==> src/rtl/exec_core_pkg.sv <==
// rtl/exec_core_pkg.sv - opcodes, FSM states, fault codes and memory-op kinds for exec_core
package exec_core_pkg;

    localparam logic [15:0] OP_MOVREG = 16'h0E1A;
    localparam logic [15:0] OP_MOVNUM = 16'h0E3A;
    localparam logic [15:0] OP_SVC    = 16'h0EF0;
    localparam logic [15:0] OP_LDR    = 16'h0E59;
    localparam logic [15:0] OP_STRREG = 16'h0E78;
    localparam logic [15:0] OP_STRNUM = 16'h0E58;
    localparam logic [15:0] OP_SUBNUM = 16'h0E24;
    localparam logic [15:0] OP_SUBREG = 16'h0E04;
    localparam logic [15:0] OP_ADDNUM = 16'h0E28;
    localparam logic [15:0] OP_ADDREG = 16'h0E08;
    localparam logic [15:0] OP_ANDNUM = 16'h0E20;
    localparam logic [15:0] OP_ANDREG = 16'h0E00;
    localparam logic [15:0] OP_ORNUM  = 16'h0E38;
    localparam logic [15:0] OP_ORREG  = 16'h0E18;
    localparam logic [15:0] OP_PUSH   = 16'h0E52;
    localparam logic [15:0] OP_POP    = 16'h0E49;

    typedef enum logic [1:0] {IDLE, MEM, FAULT} state_t;

    localparam logic [1:0] FC_NONE  = 2'd0;
    localparam logic [1:0] FC_BAD   = 2'd1;
    localparam logic [1:0] FC_STACK = 2'd2;
    localparam logic [1:0] FC_STORE = 2'd3;

    typedef enum logic [1:0] {LD, ST, PUSH, POP} mem_kind_t;

endpackage

==> src/rtl/exec_alu.sv <==
// rtl/exec_alu.sv - combinational ALU; y = a op b, MOV forms pass b through
import exec_core_pkg::*;

module exec_alu #(
    parameter int DATA_W = 32
) (
    input  logic [15:0]       op,
    input  logic [DATA_W-1:0] a,
    input  logic [DATA_W-1:0] b,
    output logic [DATA_W-1:0] y
);

    always_comb begin
        y = a;
        case (op)
            OP_MOVREG, OP_MOVNUM: y = b;
            OP_ADDREG, OP_ADDNUM: y = a + b;
            OP_SUBREG, OP_SUBNUM: y = a - b;
            OP_ANDREG, OP_ANDNUM: y = a & b;
            OP_ORREG,  OP_ORNUM:  y = a | b;
            default:              y = a;
        endcase
    end

endmodule

==> src/rtl/exec_core.sv <==
// rtl/exec_core.sv - multi-cycle execution core: single-cycle ALU ops, memory ops via req/ack,
// sticky fault status
import exec_core_pkg::*;

module exec_core #(
    parameter int                DATA_W      = 32,
    parameter int                NREGS       = 16,
    parameter int                ADDR_W      = 24,
    parameter logic [ADDR_W-1:0] STACK_TOP   = 24'h7A1200,
    parameter logic [ADDR_W-1:0] STACK_LIMIT = 24'h000000,
    parameter logic [ADDR_W-1:0] STORE_LIMIT = 24'h7A1200
) (
    input  logic                     clk,
    input  logic                     rst_n,
    input  logic                     issue_valid,
    output logic                     issue_ready,
    input  logic [15:0]              opcode,
    input  logic [DATA_W-1:0]        op_a,
    input  logic [DATA_W-1:0]        op_b,
    input  logic [DATA_W-1:0]        op_c,
    output logic                     mem_req,
    output logic                     mem_we,
    output logic [ADDR_W-1:0]        mem_addr,
    output logic [DATA_W-1:0]        mem_wdata,
    input  logic [DATA_W-1:0]        mem_rdata,
    input  logic                     mem_ack,
    output logic                     svc_valid,
    output logic [DATA_W-1:0]        svc_num,
    output logic                     fault,
    output logic [1:0]               fault_code,
    input  logic [$clog2(NREGS)-1:0] dbg_idx,
    output logic [DATA_W-1:0]        dbg_data,
    output logic [31:0]              retired
);

    localparam int IDX_W = $clog2(NREGS);

    logic [DATA_W-1:0] regs [NREGS];
    logic [ADDR_W-1:0] sp;
    state_t            state;
    mem_kind_t         cur_kind;
    logic [IDX_W-1:0]  dest;

    logic [IDX_W-1:0]  ia, ib, ic;
    logic [DATA_W-1:0] ra, rb, rc, alu_b, alu_y, sum;
    logic              a_ok, b_ok, c_ok;
    logic              known, is_alu, is_svc, use_b, use_c;
    mem_kind_t         kind;
    logic [ADDR_W-1:0] addr;
    logic [1:0]        fc;

    assign ia   = op_a[IDX_W-1:0];
    assign ib   = op_b[IDX_W-1:0];
    assign ic   = op_c[IDX_W-1:0];
    assign a_ok = (op_a >> IDX_W) == '0;
    assign b_ok = (op_b >> IDX_W) == '0;
    assign c_ok = (op_c >> IDX_W) == '0;
    assign ra   = regs[ia];
    assign rb   = regs[ib];
    assign rc   = regs[ic];

    assign issue_ready = (state == IDLE);
    assign fault       = (fault_code != FC_NONE);
    assign dbg_data    = regs[dbg_idx];

    always_comb begin
        known  = 1'b1;
        is_alu = 1'b0;
        is_svc = 1'b0;
        use_b  = 1'b0;
        use_c  = 1'b0;
        kind   = LD;
        case (opcode)
            OP_MOVNUM, OP_ADDNUM, OP_SUBNUM, OP_ANDNUM, OP_ORNUM: is_alu = 1'b1;
            OP_MOVREG, OP_ADDREG, OP_SUBREG, OP_ANDREG, OP_ORREG: begin
                is_alu = 1'b1;
                use_b  = 1'b1;
            end
            OP_SVC:    is_svc = 1'b1;
            OP_LDR:    begin use_b = 1'b1; use_c = 1'b1; kind = LD; end
            OP_STRREG: begin use_b = 1'b1; use_c = 1'b1; kind = ST; end
            OP_STRNUM: begin use_b = 1'b1; kind = ST; end
            OP_PUSH:   kind = PUSH;
            OP_POP:    kind = POP;
            default:   known = 1'b0;
        endcase
    end

    assign alu_b = use_b ? rb : op_b;
    assign sum   = rb + (use_c ? rc : op_c);

    exec_alu #(.DATA_W(DATA_W)) u_alu (
        .op (opcode),
        .a  (ra),
        .b  (alu_b),
        .y  (alu_y)
    );

    // Address and fault priority: bad encoding first, then stack, then store limit.
    always_comb begin
        addr = sum[ADDR_W-1:0];
        if (kind == PUSH)     addr = sp - ADDR_W'(4);
        else if (kind == POP) addr = sp;
        fc = FC_NONE;
        if (!known || (!is_svc && !a_ok) || (use_b && !b_ok) || (use_c && !c_ok))
            fc = FC_BAD;
        else if (!is_alu && !is_svc && kind == PUSH &&
                 {1'b0, sp} < ({1'b0, STACK_LIMIT} + (ADDR_W+1)'(4)))
            fc = FC_STACK;
        else if (!is_alu && !is_svc && kind == POP &&
                 ({1'b0, sp} + (ADDR_W+1)'(4)) > {1'b0, STACK_TOP})
            fc = FC_STACK;
        else if (!is_alu && !is_svc && kind == ST && addr >= STORE_LIMIT)
            fc = FC_STORE;
    end

    always_ff @(posedge clk) begin
        if (!rst_n) begin
            for (int i = 0; i < NREGS; i++) regs[i] <= '0;
            sp         <= STACK_TOP;
            state      <= IDLE;
            retired    <= '0;
            fault_code <= FC_NONE;
            mem_req    <= 1'b0;
            mem_we     <= 1'b0;
            mem_addr   <= '0;
            mem_wdata  <= '0;
            svc_valid  <= 1'b0;
            svc_num    <= '0;
            cur_kind   <= LD;
            dest       <= '0;
        end else begin
            svc_valid <= 1'b0;
            case (state)
                IDLE: if (issue_valid) begin
                    if (fc != FC_NONE) begin
                        state      <= FAULT;
                        fault_code <= fc;
                    end else if (is_alu) begin
                        regs[ia] <= alu_y;
                        retired  <= retired + 32'd1;
                    end else if (is_svc) begin
                        svc_valid <= 1'b1;
                        svc_num   <= op_a;
                        retired   <= retired + 32'd1;
                    end else begin
                        state     <= MEM;
                        mem_req   <= 1'b1;
                        mem_we    <= (kind == ST) || (kind == PUSH);
                        mem_addr  <= addr;
                        mem_wdata <= ra;
                        cur_kind  <= kind;
                        dest      <= ia;
                    end
                end
                MEM: if (mem_ack) begin
                    mem_req <= 1'b0;
                    state   <= IDLE;
                    retired <= retired + 32'd1;
                    if (cur_kind == LD || cur_kind == POP) regs[dest] <= mem_rdata;
                    if (cur_kind == PUSH) sp <= mem_addr;
                    if (cur_kind == POP)  sp <= mem_addr + ADDR_W'(4);
                end
                FAULT: ;
                default: state <= IDLE;
            endcase
        end
    end

endmodule

==> config.mk <==
export PLATFORM = sky130hd
export DESIGN_NAME = exec_core
export DESIGN_NICKNAME = d
export VERILOG_FILES = /design/src/rtl/exec_core_pkg.sv /design/src/rtl/exec_alu.sv /design/src/rtl/exec_core.sv
export SDC_FILE = /design/constraint.sdc
export NUM_CORES = 2
export LEC_CHECK = 0
export CAP_MARGIN = 20
export CORE_MARGIN = 1
export CORE_UTILIZATION = 55
export DETAILED_ROUTE_END_ITERATION = 7
export PLACE_DENSITY = 0.75
export SETUP_SLACK_MARGIN = 0.4
export SLEW_MARGIN = 20
export SYNTH_ARGS = -nofsm -noshare
export SYNTH_HDL_FRONTEND = slang
export SYNTH_HIERARCHICAL = 1
export SYNTH_SLANG_ARGS = --single-unit
==> constraint.sdc <==
create_clock -name clk -period 14.38 [get_ports clk]
set_input_delay 4.314 -clock clk [delete_from_list [all_inputs] [get_ports clk]]
set_output_delay 4.314 -clock clk [all_outputs]
set_load 0.01 [all_outputs]
== After elaboration in Yosys (flattened, before gate mapping) ==
Memory sizes are Yosys's and may differ from the RTL's.
Cells that the tools add are included.

* Bitwise logic cells: 9
* Magnitude comparators: 3
* Reduce and logical (&&, ||, !) cells: 50
* Mux-type cells: 54
* Eq/ne operators: 31
* $add $sub $neg: 7

{| class="wikitable"
|+ Operators with widths
! kind !! count
|-
| 16-bit by 12-bit == test with 1-bit output, second input constant || 16
|-
| 32-bit 2-to-1 mux || 8
|-
| 32-bit case mux with 5 select lines || 1
|-
| 24-bit 2-to-1 mux || 5
|-
| 32-bit logical NOT || 3
|-
| 32-bit case mux with 2 select lines || 1
|-
| 32-bit OR reduction || 2
|-
| 32-bit by 1-bit adder with 32-bit output, second input constant || 1
|-
| 32-bit adder || 1
|-
| 32-bit AND || 1
|-
| 32-bit bitwise OR || 1
|-
| 32-bit subtractor || 1
|-
| 24-bit by 3-bit adder with 25-bit output, second input constant || 1
|-
| 25-bit by 23-bit > comparator with 1-bit output, second input constant || 1
|-
| 1-bit 2-to-1 mux || 25
|-
| 24-bit adder || 1
|-
| 24-bit by 3-bit adder with 24-bit output, second input constant || 1
|-
| 24-bit by 23-bit >= comparator with 1-bit output, second input constant || 1
|-
| 24-bit by 3-bit less-than comparator with 1-bit output, second input constant || 1
|-
| 24-bit by 3-bit subtractor with 24-bit output, second input constant || 1
|-
| 5-bit AND reduction || 4
|-
| 2-bit 2-to-1 mux || 9
|-
| 16-bit OR reduction || 1
|-
| 2-bit OR reduction || 7
|-
| 19 further kinds || 60
|}

* Input bits: 152
* RAM bits: 512
* Logic and storage cells: 167
* Bits in registers: 157
* Output and inout port bits: 159
* Memories kept: 1

{| class="wikitable"
|+ Memory list
! memory !! words !! width !! rd ports !! clocked after Yosys merged registers in !! write ports !! RTL line !! RTL
|-
| regs || 16 || 32 || 4 || 0 || 16 || exec_core.sv:38 || <nowiki>logic [DATA_W-1:0] regs [NREGS];</nowiki>
|}

== Depth between registers and ports, before layout ==
* Depth after elaboration: 22
* Depth in mapped cells: 27
* Depth with buffers taken out: 23

== Cells and area by module ==
Netlist, hierarchy kept.

{| class="wikitable"
|+ By module, submodules not included
! module !! sequential area each (um^2) !! area an instance (um^2) !! instances !! cells an instance
|-
| exec_core || 18,517.8 || 42,339.4 || 1 || 3,256
|-
| exec_alu || 0.0 || 3,334.4 || 1 || 495
|}

== Worst setup path before layout ==
OpenSTA, ideal clock, no wires.

* Path type: input -> register
* Start: input op_b[0]
* End: memory regs[10][30], data pin
* Buffers on the path: 4
* Data arrival time: 10.943 ns
* Path slack: 3.171 ns
* Data required time: 14.114 ns
* Library setup time: 0.266 ns
* Stages: 23
* Path through: clkbuf_1 -> clkbuf_1 -> buf_1 -> mux4_2 -> mux4_2 -> mux2_2 -> or3_1 -> or3_1 -> or4_2 -> o21ai_0 -> xor2_1 -> ha_1 -> a21oi_1 -> o211ai_1 -> a41oi_1 -> o211ai_1 -> o31ai_1 -> o211ai_1 -> xnor2_1 -> o22ai_1 -> mux2i_1 -> clkbuf_1 -> nor2_1

{| class="wikitable"
|+ RTL lines
! what !! RTL line !! RTL
|-
| start, declared || exec_core.sv:19 || <nowiki>input logic [DATA_W-1:0] op_b,</nowiki>
|-
| end, declared || exec_core.sv:38 ||
|}

== Worst setup path after layout ==
* Start: input dbg_idx[0]
* End: output dbg_data[15]

* Word-level cells in the longest chain between the ends: 1

{| class="wikitable"
|+ Ends and longest elaborated chain
! what !! RTL line !! RTL
|-
| start, declared || exec_core.sv:31 || <nowiki>input logic [$clog2(NREGS)-1:0] dbg_idx,</nowiki>
|-
| memory 16 x 32 bit || n/a ||
|-
| end, declared || exec_core.sv:32 || <nowiki>output logic [DATA_W-1:0] dbg_data,</nowiki>
|}

No other way between the ends.

==> impl_metrics.py <==
metrics = {
    "sta": {
        "rsz0062_at_grt": "no",
        "fin_crit_ns": 11.68,
        "clock.fmax_mhz": 85.64,
        "skew_ns": 0.03525,
        "setup_viol": 0,
        "slew_violations": 0,
        "hold_viol_final": 0,
        "post-route-period-util": 0.8120,
        "timing.max_slew.rel_slack": 0.1532,
        "setup_tns_ns": 0,
        "worstMarginPinSlew_ns": 1.257,
    },
    "die": {
        "die_x_um": 290.2,
        "core_um2": 82110,
        "io_pins": 311,
        "initial_core_util": 0.5563,
        "die_area_um2": 84200,
        "num_rows": 105,
        "fp.dieH_um": 290.2,
    },
    "job": {
        "drv_cap": 0,
    },
    "critical_path": {
        "endpoint_kind": "output pin",
        "worstPathCellList": "clkbuf_8, buf_4, mux4_2, mux4_2, clkdlybuf4s50_1",
        "slowest_stage": "clkbuf_8",
        "regToRegEndpoint": "regs[12][24]$_SDFFCE_PN0P_",
        "path_max_fanout": 64,
        "critPathMaxStageDelay_ns": 0.64,
        "startpoint_type": "input pin",
        "cp_top_family": "buffers and inverters",
        "cp_common_cell": "mux4_2",
        "r2r_slack_ns": 7.32,
        "crit_type": "in -> out",
        "r2r-start": "regs[8][12]$_SDFFCE_PN0P_",
        "crit_arrival_ns": 7.36,
        "worstSetupStartpoint": "dbg_idx[0]",
        "crit_required_ns": 10.07,
        "r2r_cells": 18,
        "path_buf_inv": 3,
    },
    "power": {
        "internal-power_mw": 3.638,
        "peakVddDrop_uv": 109.4,
        "p_leak_nw": 17.80,
        "switching_share": 0.2967,
        "clkPwrFrac": 0.367,
        "seqPwrFrac": 0.421,
        "p_sw_mw": 1.535,
        "p_per_area_nw_per_um2": 99.50,
        "combinationalPowerShare": 0.212,
    },
    "clock_tree": {
        "post-cts-setup-buffers": 0,
        "postCtsHoldBufs": 0,
        "tritoncts": "built",
        "cts_buffers": 73,
        "clkSinkCount": 669,
        "path_clk_slew_ns": 0.06,
        "cts_htree_levels": 3,
        "clk_latency_ns": 0.66,
        "cts_buffer_depth": 3,
        "cts_resized": 0,
        "root_buffer": "clkbuf_16",
    },
    "worst_hold_path": {
        "hp-start": "svc_num[0]$_SDFFE_PN0P_",
        "hold_class": "reg -> reg",
        "whs_endpoint": "svc_num[0]$_SDFFE_PN0P_",
        "worstHoldPathCells": 2,
    },
    "placement": {
        "placed_cells_incl_taps": 4880,
        "dpl_cell_area_um2": 49620,
        "io_buffers": 310,
        "routabilityCongestion": 0.9699,
        "post-dp-hpwl_um": 108200,
    },
    "synth": {
        "syn_area_um2": 45670,
        "syn-num-nets": 3972,
        "synth_top_family_by_area": "multiplexers",
        "seq_area_frac_synth": 0.4054,
        "synth_top_cells_by_count": "nor2_1 (624), mux4_2 (596), edfxtp_1 (512), nand2_1 (279), clkbuf_1 (259)",
        "yosys.area.top_type_share": 0.3366,
        "synth_cell_types": 96,
        "avgSynthCellArea_um2": 12.18,
        "synth_edf_count": 512,
        "synthMuxAreaShare": 0.3195,
        "synth.area.top_cells": "edfxtp_1 (34%), mux4_2 (29%), dfxtp_1 (6.9%)",
        "synth_compound_area_frac": 0.07495,
        "ys_async_sr_fraction": 0,
        "synth_cells": 3751,
        "ys_ff_latch": 669,
        "synth.most_common_cell": "nor2_1",
        "synth_xor_area_frac": 0.02320,
        "synth_top_area_cell": "edfxtp_1",
        "yosys.area_share.simple": 0.1245,
        "synthFlopType": "edfxtp_1",
        "ys_warn_count": 6,
        "yosys.area_share.adder": 0.01923,
    },
    "detailed_routing": {
        "initialDrtViolationCount": 5980,
        "via_per_inst": 7.498,
        "drt-total-wl_um": 170100,
        "ant_nets": 0,
        "drc_errors": 2,
        "wl_per_cell_um": 33.91,
        "first_pass_iters": 8,
        "vias": 37600,
    },
    "cells_and_area": {
        "area_growth_pct": 13.83,
        "stdcell_count": 5015,
        "fill_cells": 6049,
        "utilization": 0.6332,
        "final_net_count": 4107,
        "drive_gt1_frac": 0.2428,
        "fin_area_um2": 51990,
    },
    "grt": {
        "antenna_found_initial": 7,
        "grt_max_degree": 80,
        "grt_pass1_vias": 36150,
        "grt_use_total": 0.4006,
        "grt_pass1_wl_um": 245400,
        "grt_overflow": 0,
    },
    "run_status": {
        "status": "complete, but fails checks",
        "violations": "DRC",
    },
}
==> per-stage QoR <==
| step | power, mW | setup slack [ns] | hold slack, ns |
|---|---|---|---|
| finish | 5.173 | 2.704 | 0.4502 |
| global route | 5.285 | 2.481 | 0.4669 |
| CTS | 5.125 | 2.721 | 0.4505 |
| detailed placement | 3.255 | 2.208 | 0.4420 |
| global placement | 3.245 | 2.161 | 0.4361 |
| floorplan | 2.866 | 3.171 | 0.4487 |
==> worst min-delay path: stages (launching register included) <==
cell	delay, ns
dfxtp_1	0.31
nand2_1	0.05
a21oi_1	0.05
==> layer usage <==
metal  part of all wire  track usage  up-vias
met5            0.00032            0        -
met4              0.080       0.2618        8
met2               0.44       0.5998     3708
met3               0.17       0.1536      884
li1                   -            -    14960
met1               0.31       0.4858    18050
==> cells by family after synthesis <==
logic type,Yosys count
DFF,669
adders and majority gates,69
buffers and inverters,387
AOI/OAI and AO/OA,535
and+or+nand+nor,1264
muxes,706
xor gates and xnor gates,121
==> layout by cell type (no fill, tap or decap), drive strengths merged, types with 62 or more instances in the layout <==
cell type,n
nor2,624
mux4,596
edfxtp,512
clkdlybuf4s50,294
nand2,279
dfxtp,157
o21ai,143
a21oi,137
buf,109
clkbuf,94
nand3,92
ha,67
xor2,62
==> registers in the layout (all words and copies together) (netlist names), 4 cells and up <==
register   cells
dest           4
mem_addr      24
mem_wdata     32
regs         512
retired       32
sp            24
svc_num       32
==> area by class of cell <==
type | instances | area [µm²] | share of cell area
antenna | 3 | 7.507 | 0.0001444
clock buffer | 90 | 1936 | 0.03723
clock inverter | 41 | 416.7 | 0.008014
inverter | 40 | 150.1 | 0.002888
multi-input combinational | 2695 | 25790 | 0.4960
sequential | 669 | 18520 | 0.3562
tap | 1070 | 1339 | 0.02575
timing repair buffer | 407 | 3835 | 0.07376
==> power groups by stage <==
stage | Sequential, mW | Combinational, mW | Clock (mW)
after floorplan | 2.19 | 0.673 | 0
after global placement | 2.20 | 1.04 | 0
after CTS | 2.17 | 1.05 | 1.90
after global routing | 2.18 | 1.13 | 1.98
final | 2.18 | 1.10 | 1.90
after detailed placement | 2.21 | 1.04 | 0
==> how the worst max path moves through the flow <==
stage | endpoint | slack, ns | cells after the start
3_5_place_dp | regs[12][24]$_SDFFCE_PN0P_ | 2.21 | 20
5_1_grt | regs[8][24]$_SDFFCE_PN0P_ | 2.48 | 20
6_report | dbg_data[15] | 2.70 | 5
4_1_cts | dbg_data[15] | 2.72 | 5
3_3_place_gp | regs[4][30]$_SDFFCE_PN0P_ | 2.16 | 21
2_1_floorplan | regs[10][30]$_SDFFCE_PN0P_ | 3.17 | 23
No activity file was read; power rests on OpenSTA's default activity.
